## src/rtl/cdc_pkg.sv

```systemverilog
// Shared types for the async FIFO read-side consumer.
// Imported by the reader top level and its prefetch buffer.
package cdc_pkg;

  typedef enum logic [0:0] {
    RUN,
    FLUSH
  } fifo_reader_state_e;

  localparam int FIFO_READ_LATENCY = 1;
  localparam int BUF_DEPTH         = 3;

  function automatic logic [1:0] ptr_inc(
    input logic [1:0] p
  );
    return (p == 2'(BUF_DEPTH - 1)) ? 2'd0 : p + 2'd1;
  endfunction

endpackage

```

## src/rtl/cdc_fifo_reader_buf.sv

```systemverilog
// Three-entry register FIFO used as the reader prefetch buffer.
// Clear empties it; a clear wins over a push in the same cycle.
module cdc_fifo_reader_buf
  import cdc_pkg::*;
#(
  parameter int DATA_WIDTH = 16
) (
  input  logic                  clk_i,
  input  logic                  rst_i,
  input  logic                  push,
  input  logic                  pop,
  input  logic                  clear,
  input  logic [DATA_WIDTH-1:0] wdata,
  output logic [DATA_WIDTH-1:0] rdata,
  output logic [1:0]            occ
);

  logic [DATA_WIDTH-1:0] mem [BUF_DEPTH];
  logic [1:0]            wr_ptr;
  logic [1:0]            rd_ptr;

  always_ff @(posedge clk_i) begin
    if (rst_i || clear) begin
      wr_ptr <= 2'd0;
      rd_ptr <= 2'd0;
      occ    <= 2'd0;
    end else begin
      if (push) wr_ptr <= ptr_inc(wr_ptr);
      if (pop)  rd_ptr <= ptr_inc(rd_ptr);
      occ <= occ + {1'b0, push} - {1'b0, pop};
    end
  end

  always_ff @(posedge clk_i) begin
    if (push && !clear) mem[wr_ptr] <= wdata;
  end

  assign rdata = mem[rd_ptr];

endmodule

```

## src/rtl/cdc_fifo_reader.sv

```systemverilog
// Async FIFO read-side consumer: prefetches words and presents
// a valid/ready stream, with a flush mode that discards contents.
module cdc_fifo_reader
  import cdc_pkg::*;
#(
  parameter int DATA_WIDTH = 16,
  parameter int CNT_WIDTH  = 32
) (
  input  logic                  clk_i,
  input  logic                  rst_i,
  output logic                  fifo_rd_en_o,
  input  logic [DATA_WIDTH-1:0] fifo_rd_data_i,
  input  logic                  fifo_empty_i,
  output logic                  m_valid_o,
  output logic [DATA_WIDTH-1:0] m_data_o,
  input  logic                  m_ready_i,
  input  logic                  flush_i,
  output logic                  flush_busy_o,
  output logic [CNT_WIDTH-1:0]  beat_count_o
);

  fifo_reader_state_e state;
  fifo_reader_state_e state_nxt;

  logic       inflight;
  logic [1:0] occ;
  logic       pop;
  logic       push;
  logic       go_flush;
  logic [2:0] committed;

  // Words already held plus the one on its way back from the FIFO.
  assign committed = {1'b0, occ} + {2'b0, inflight};

  always_comb begin
    state_nxt    = state;
    fifo_rd_en_o = 1'b0;
    m_valid_o    = 1'b0;
    flush_busy_o = 1'b0;
    go_flush     = 1'b0;
    unique case (state)
      RUN: begin
        m_valid_o    = (occ != 2'd0);
        fifo_rd_en_o = !fifo_empty_i && (committed <= 3'd2);
        if (flush_i) begin
          go_flush  = 1'b1;
          state_nxt = FLUSH;
        end
      end
      FLUSH: begin
        flush_busy_o = 1'b1;
        fifo_rd_en_o = !fifo_empty_i;
        if (fifo_empty_i && !inflight) state_nxt = RUN;
      end
      default: state_nxt = RUN;
    endcase
  end

  assign pop  = m_valid_o && m_ready_i;
  assign push = inflight && (state == RUN) && !go_flush;

  always_ff @(posedge clk_i) begin
    if (rst_i) begin
      state        <= RUN;
      inflight     <= 1'b0;
      beat_count_o <= '0;
    end else begin
      state    <= state_nxt;
      inflight <= fifo_rd_en_o;
      if (pop) beat_count_o <= beat_count_o + 1'b1;
    end
  end

  cdc_fifo_reader_buf #(
    .DATA_WIDTH(DATA_WIDTH)
  ) u_buf (
    .clk_i (clk_i),
    .rst_i (rst_i),
    .push  (push),
    .pop   (pop),
    .clear (go_flush),
    .wdata (fifo_rd_data_i),
    .rdata (m_data_o),
    .occ   (occ)
  );

endmodule

```

## config.mk

```make
export PLATFORM = sky130hd
export DESIGN_NAME = cdc_fifo_reader
export DESIGN_NICKNAME = d
export VERILOG_FILES = /design/src/rtl/cdc_pkg.sv /design/src/rtl/cdc_fifo_reader_buf.sv /design/src/rtl/cdc_fifo_reader.sv
export SDC_FILE = /design/constraint.sdc
export NUM_CORES = 1
export LEC_CHECK = 0
export CORE_ASPECT_RATIO = 1.2
export CORE_MARGIN = 2
export CORE_UTILIZATION = 50
export CTS_CLUSTER_DIAMETER = 120
export DETAILED_ROUTE_END_ITERATION = 10
export GPL_ROUTABILITY_DRIVEN = 0
export MAX_ROUTING_LAYER = met4
export PLACE_DENSITY = 0.77
export SYNTH_ARGS = -nofsm -noshare
export SYNTH_HDL_FRONTEND = slang
export SYNTH_SLANG_ARGS = --single-unit
```

## constraint.sdc

```tcl
create_clock -name clk_i -period 3.5 [get_ports clk_i]
set_input_delay 0.875 -clock clk_i [delete_from_list [all_inputs] [get_ports clk_i]]
set_output_delay 0.875 -clock clk_i [all_outputs]
set_load 0.02 [all_outputs]
```

==> impl_metrics.csv <==
group,metric,value,unit
outcome,outcome,"complete, no violations",
synthesis,synthTopCellsByArea,"edfxtp_1, dfxtp_1, mux2i_1",
finish,utilization,0.6546,
timing,relSlewSlack,0.5051,
clock_tree,cts-root-buf,"clkbuf_8",
pwr,ir_worst_vdd,0.0002841,V
timing,tns,0,ps
synthesis,netlist.area_leader.share,0.3830,
synthesis,synth_area,0.003764,mm2
grt,grt_use_met1,0.2294,
grt,busiest_layer,"met2",
synthesis,synth_adder_area_share,0.01662,
synthesis,synth_ff_type,"edfxtp_1",
floorplan,die_area,0.008240,mm2
pwr,clock_power_share,0.358,
timing,tightest_slew,740.1,ps
detailed_routing,routed_wl,7.364,mm
finish,syn2layout_area_growth,26.53,%
finish,final_nets,431,
clock_tree,cts_buffers,9,
hold_path,hold_class,"reg -> reg",
floorplan,fp.dieH,99.04,um
grt,grt_usage,0.1883,
timing,clock_skew,7.573,ps
synthesis,syn_nets,361,
detailed_routing,avgRoutedWirePerCell,14.73,um
grt,use_met3,0.04271,
setup_path,critPathMostFrequentCell,"ha_1",
pwr,pwr-share-comb,0.048,
synthesis,ys_seq_area_frac,0.6064,
finish,nFillCells,594,
setup_path,cpMaxStageDelayCell,"clkdlybuf4s50_1",
timing,hold_viol_final,0,
detailed_routing,first_iter_violations,112,
setup_path,cp_data_required_time,2620,ps
pwr,switchingPower,401.6,uW
clock_tree,cts_buffer_depth,2,
synthesis,synth_edf_count,48,
pwr,power_frac_seq,0.594,
floorplan,fp.coreArea,0.007274,mm2
place,place_ws,593.2,ps
floorplan,io_pins,72,
synthesis,synth_top_family_by_area,"simple AND/OR/NAND/NOR gates",
setup_path,r2r_cells,4,
finish,layout_common_cells,"clkdlybuf4s50_1, edfxtp_1, dfxtp_1",
floorplan,rows,34,
setup_path,endpoint_kind,"output pin",
clock_tree,cts_setup_buffers,0,
synthesis,yosys.area.top_type,"edfxtp_1",
grt,grt_util_met2,0.3089,
synthesis,synthArstFlopShare,0,
detailed_routing,final_antenna_net_count,0,
timing,worst_slack,438.8,ps
floorplan,start_util,0.5174,
clock_tree,clock-sinks,90,
timing,period_minus_slack,3061,ps
grt,grt_max_degree,27,
hold_path,min-delay-start,"u_buf.wr_ptr[1]",
setup_path,crit_type,"reg -> out",
synthesis,synthXorXnorAreaFrac,0.02560,
detailed_routing,via_per_inst,5.524,
hold_path,worstHoldPathCells,2,
detailed_routing,dr_total_vias,2762,
synthesis,syn-instance-count,335,
pwr,power.density,397.4,mW/mm2
finish,diodes,0,
synthesis,synth_compound_area_frac,0.1007,
place,portBuffers,71,
timing,fin_crit_sh,0.8746,
clock_tree,cts.clk_slew.worst_paths,80,ps
setup_path,timing.rr.end,"beat_count_o[27]",
pwr,internal-power,1.491,mW
hold_path,hold_end,"u_buf.wr_ptr[1]",
detailed_routing,drt_first_pass_iters,4,
grt,antenna_found_initial,0,
timing,setup_viol,0,
grt,grt_pass1_wl,12.20,mm
timing,slew_viol_final,0,
finish,drive_gt1_frac,0.07561,
clock_tree,insertion_delay,340,ps
setup_path,r2r-start,"beat_count_o[13]",
clock_tree,holdBufCountCts,0,
setup_path,cp_slowest_stage_delay,540,ps
synthesis,synth_cell_types,36,
timing,rsz0062_at_grt,"false",
synthesis,avgSynthCellArea,11.23,um2
place,hpwl,5.018,mm
setup_path,crit_chain,"ha_1, inv_1, ha_1, a211oi_1, nor2_1, clkdlybuf4s50_1",
synthesis,ys_ff_latch,90,
synthesis,ys_warn_count,0,
floorplan,die_x,83.20,um
setup_path,regToRegSetupSlack,1420,ps
clock_tree,h-tree-depth,3,
grt,grt-ovfl-total,0,
synthesis,synth_mux_area_frac,0.05153,
pwr,p_leak,1.548,nW
detailed_routing,post-route-drc-count,0,
finish,final_common_cell,"clkdlybuf4s50_1",
setup_path,critPathArrivalTime,2190,ps
synthesis,synth-simple-area-share,0.1592,
timing,timing.fmax,326.7,MHz
setup_path,setup.worst_path.start_class,"register",
job,max-cap-violations,0,
clock_tree,cts_tree,"yes",
setup_path,path_max_fanout,4,
pwr,switching_share,0.2122,
grt,grt_pass1_vias,2667,
clock_tree,post_cts_resized,0,
[power by group through the flow]
stage / Clock (mW) / Sequential (mW) / Combinational (mW)
floorplan: 0 / 1.15 / 0.0372
global placement: 0 / 1.15 / 0.0895
detailed placement: 0 / 1.15 / 0.0908
CTS: 0.702 / 1.12 / 0.0914
global route: 0.745 / 1.13 / 0.0985
finish: 0.678 / 1.12 / 0.0905
[synthesized netlist by cell type (3+ instances only)]
cell       n
nand3_1   10
o21ai_0   20
and4_1     3
clkbuf_1  19
or4_1     15
nor2_1    21
nand4_1    8
edfxtp_1  48
and3_1     3
and2_1     3
nor2b_1    3
or3_1      4
mux2i_1   16
nand2_1   27
dfxtp_1   42
xor2_1    10
o31ai_1   16
inv_1     15
ha_1       5
a21oi_1   25
nor4_1     3
[final cells by class]
type,count,area (um2),area share
Clock buffer,9,123.9,0.02601
Sequential cell,90,2282,0.4792
Inverter,15,56.30,0.01182
Tap cell,90,112.6,0.02365
Clock inverter,7,67.56,0.01419
Multi-Input combinational cell,209,1341,0.2817
Timing Repair Buffer,80,778.2,0.1634
[per-stage QoR]
| stage | instances | hold WS [ps] | power [mW] | cell area, um2 |
|---|---|---|---|---|
| 2_1_floorplan | 335 | 458.0 | 1.186 | 3764 |
| 3_3_place_gp | 484 | 476.9 | 1.237 | 4571 |
| 3_5_place_dp | 484 | 486.2 | 1.239 | 4571 |
| 4_1_cts | 500 | 501.9 | 1.918 | 4762 |
| 5_1_grt | 500 | 523.8 | 1.969 | 4762 |
| 6_report | 500 | 503.1 | 1.893 | 4762 |
[state kept, by name, indices dropped and copies added (netlist names), named ones only]
register and cells:
state 1, beat_count_o 32, inflight 1, u_buf.occ 2
u_buf.mem 48, u_buf.wr_ptr 2, u_buf.rd_ptr 2
[worst max path at each step]
stage / start / end / slack (ps)
6_report: u_buf.occ[0] / fifo_rd_en_o / 440
5_1_grt: u_buf.occ[0] / fifo_rd_en_o / 250
4_1_cts: u_buf.occ[0] / fifo_rd_en_o / 400
3_5_place_dp: fifo_empty_i / fifo_rd_en_o / 590
3_3_place_gp: fifo_empty_i / fifo_rd_en_o / 590
2_1_floorplan: flush_i / u_buf.mem[2][0] / 360
[logic make-up after synthesis]
kind of cell	after synthesis
and+or+nand+nor	109
DFF	90
AOI/OAI and AO/OA	65
adders and majority gates	5
buffers and inverters	36
xor gates and xnor gates	11
muxes	19
[worst max-delay path: cells and delay by family, from the launching register on]
family / cells / cell delay [ps]
AO/OA/AOI/OAI: 1 / 330
adder cells (fa/ha/maj): 2 / 460
buffers and inverters: 2 / 590
flip-flops: 1 / 390
AND/OR/NAND/NOR: 1 / 70
[per-layer routing]
layer,part of all wire,up-vias
met4,0.011,0
li1,-,1372
met1,0.44,1313
met2,0.50,69
met5,0,-
met3,0.050,8
Power figures use the tool's default switching activity.
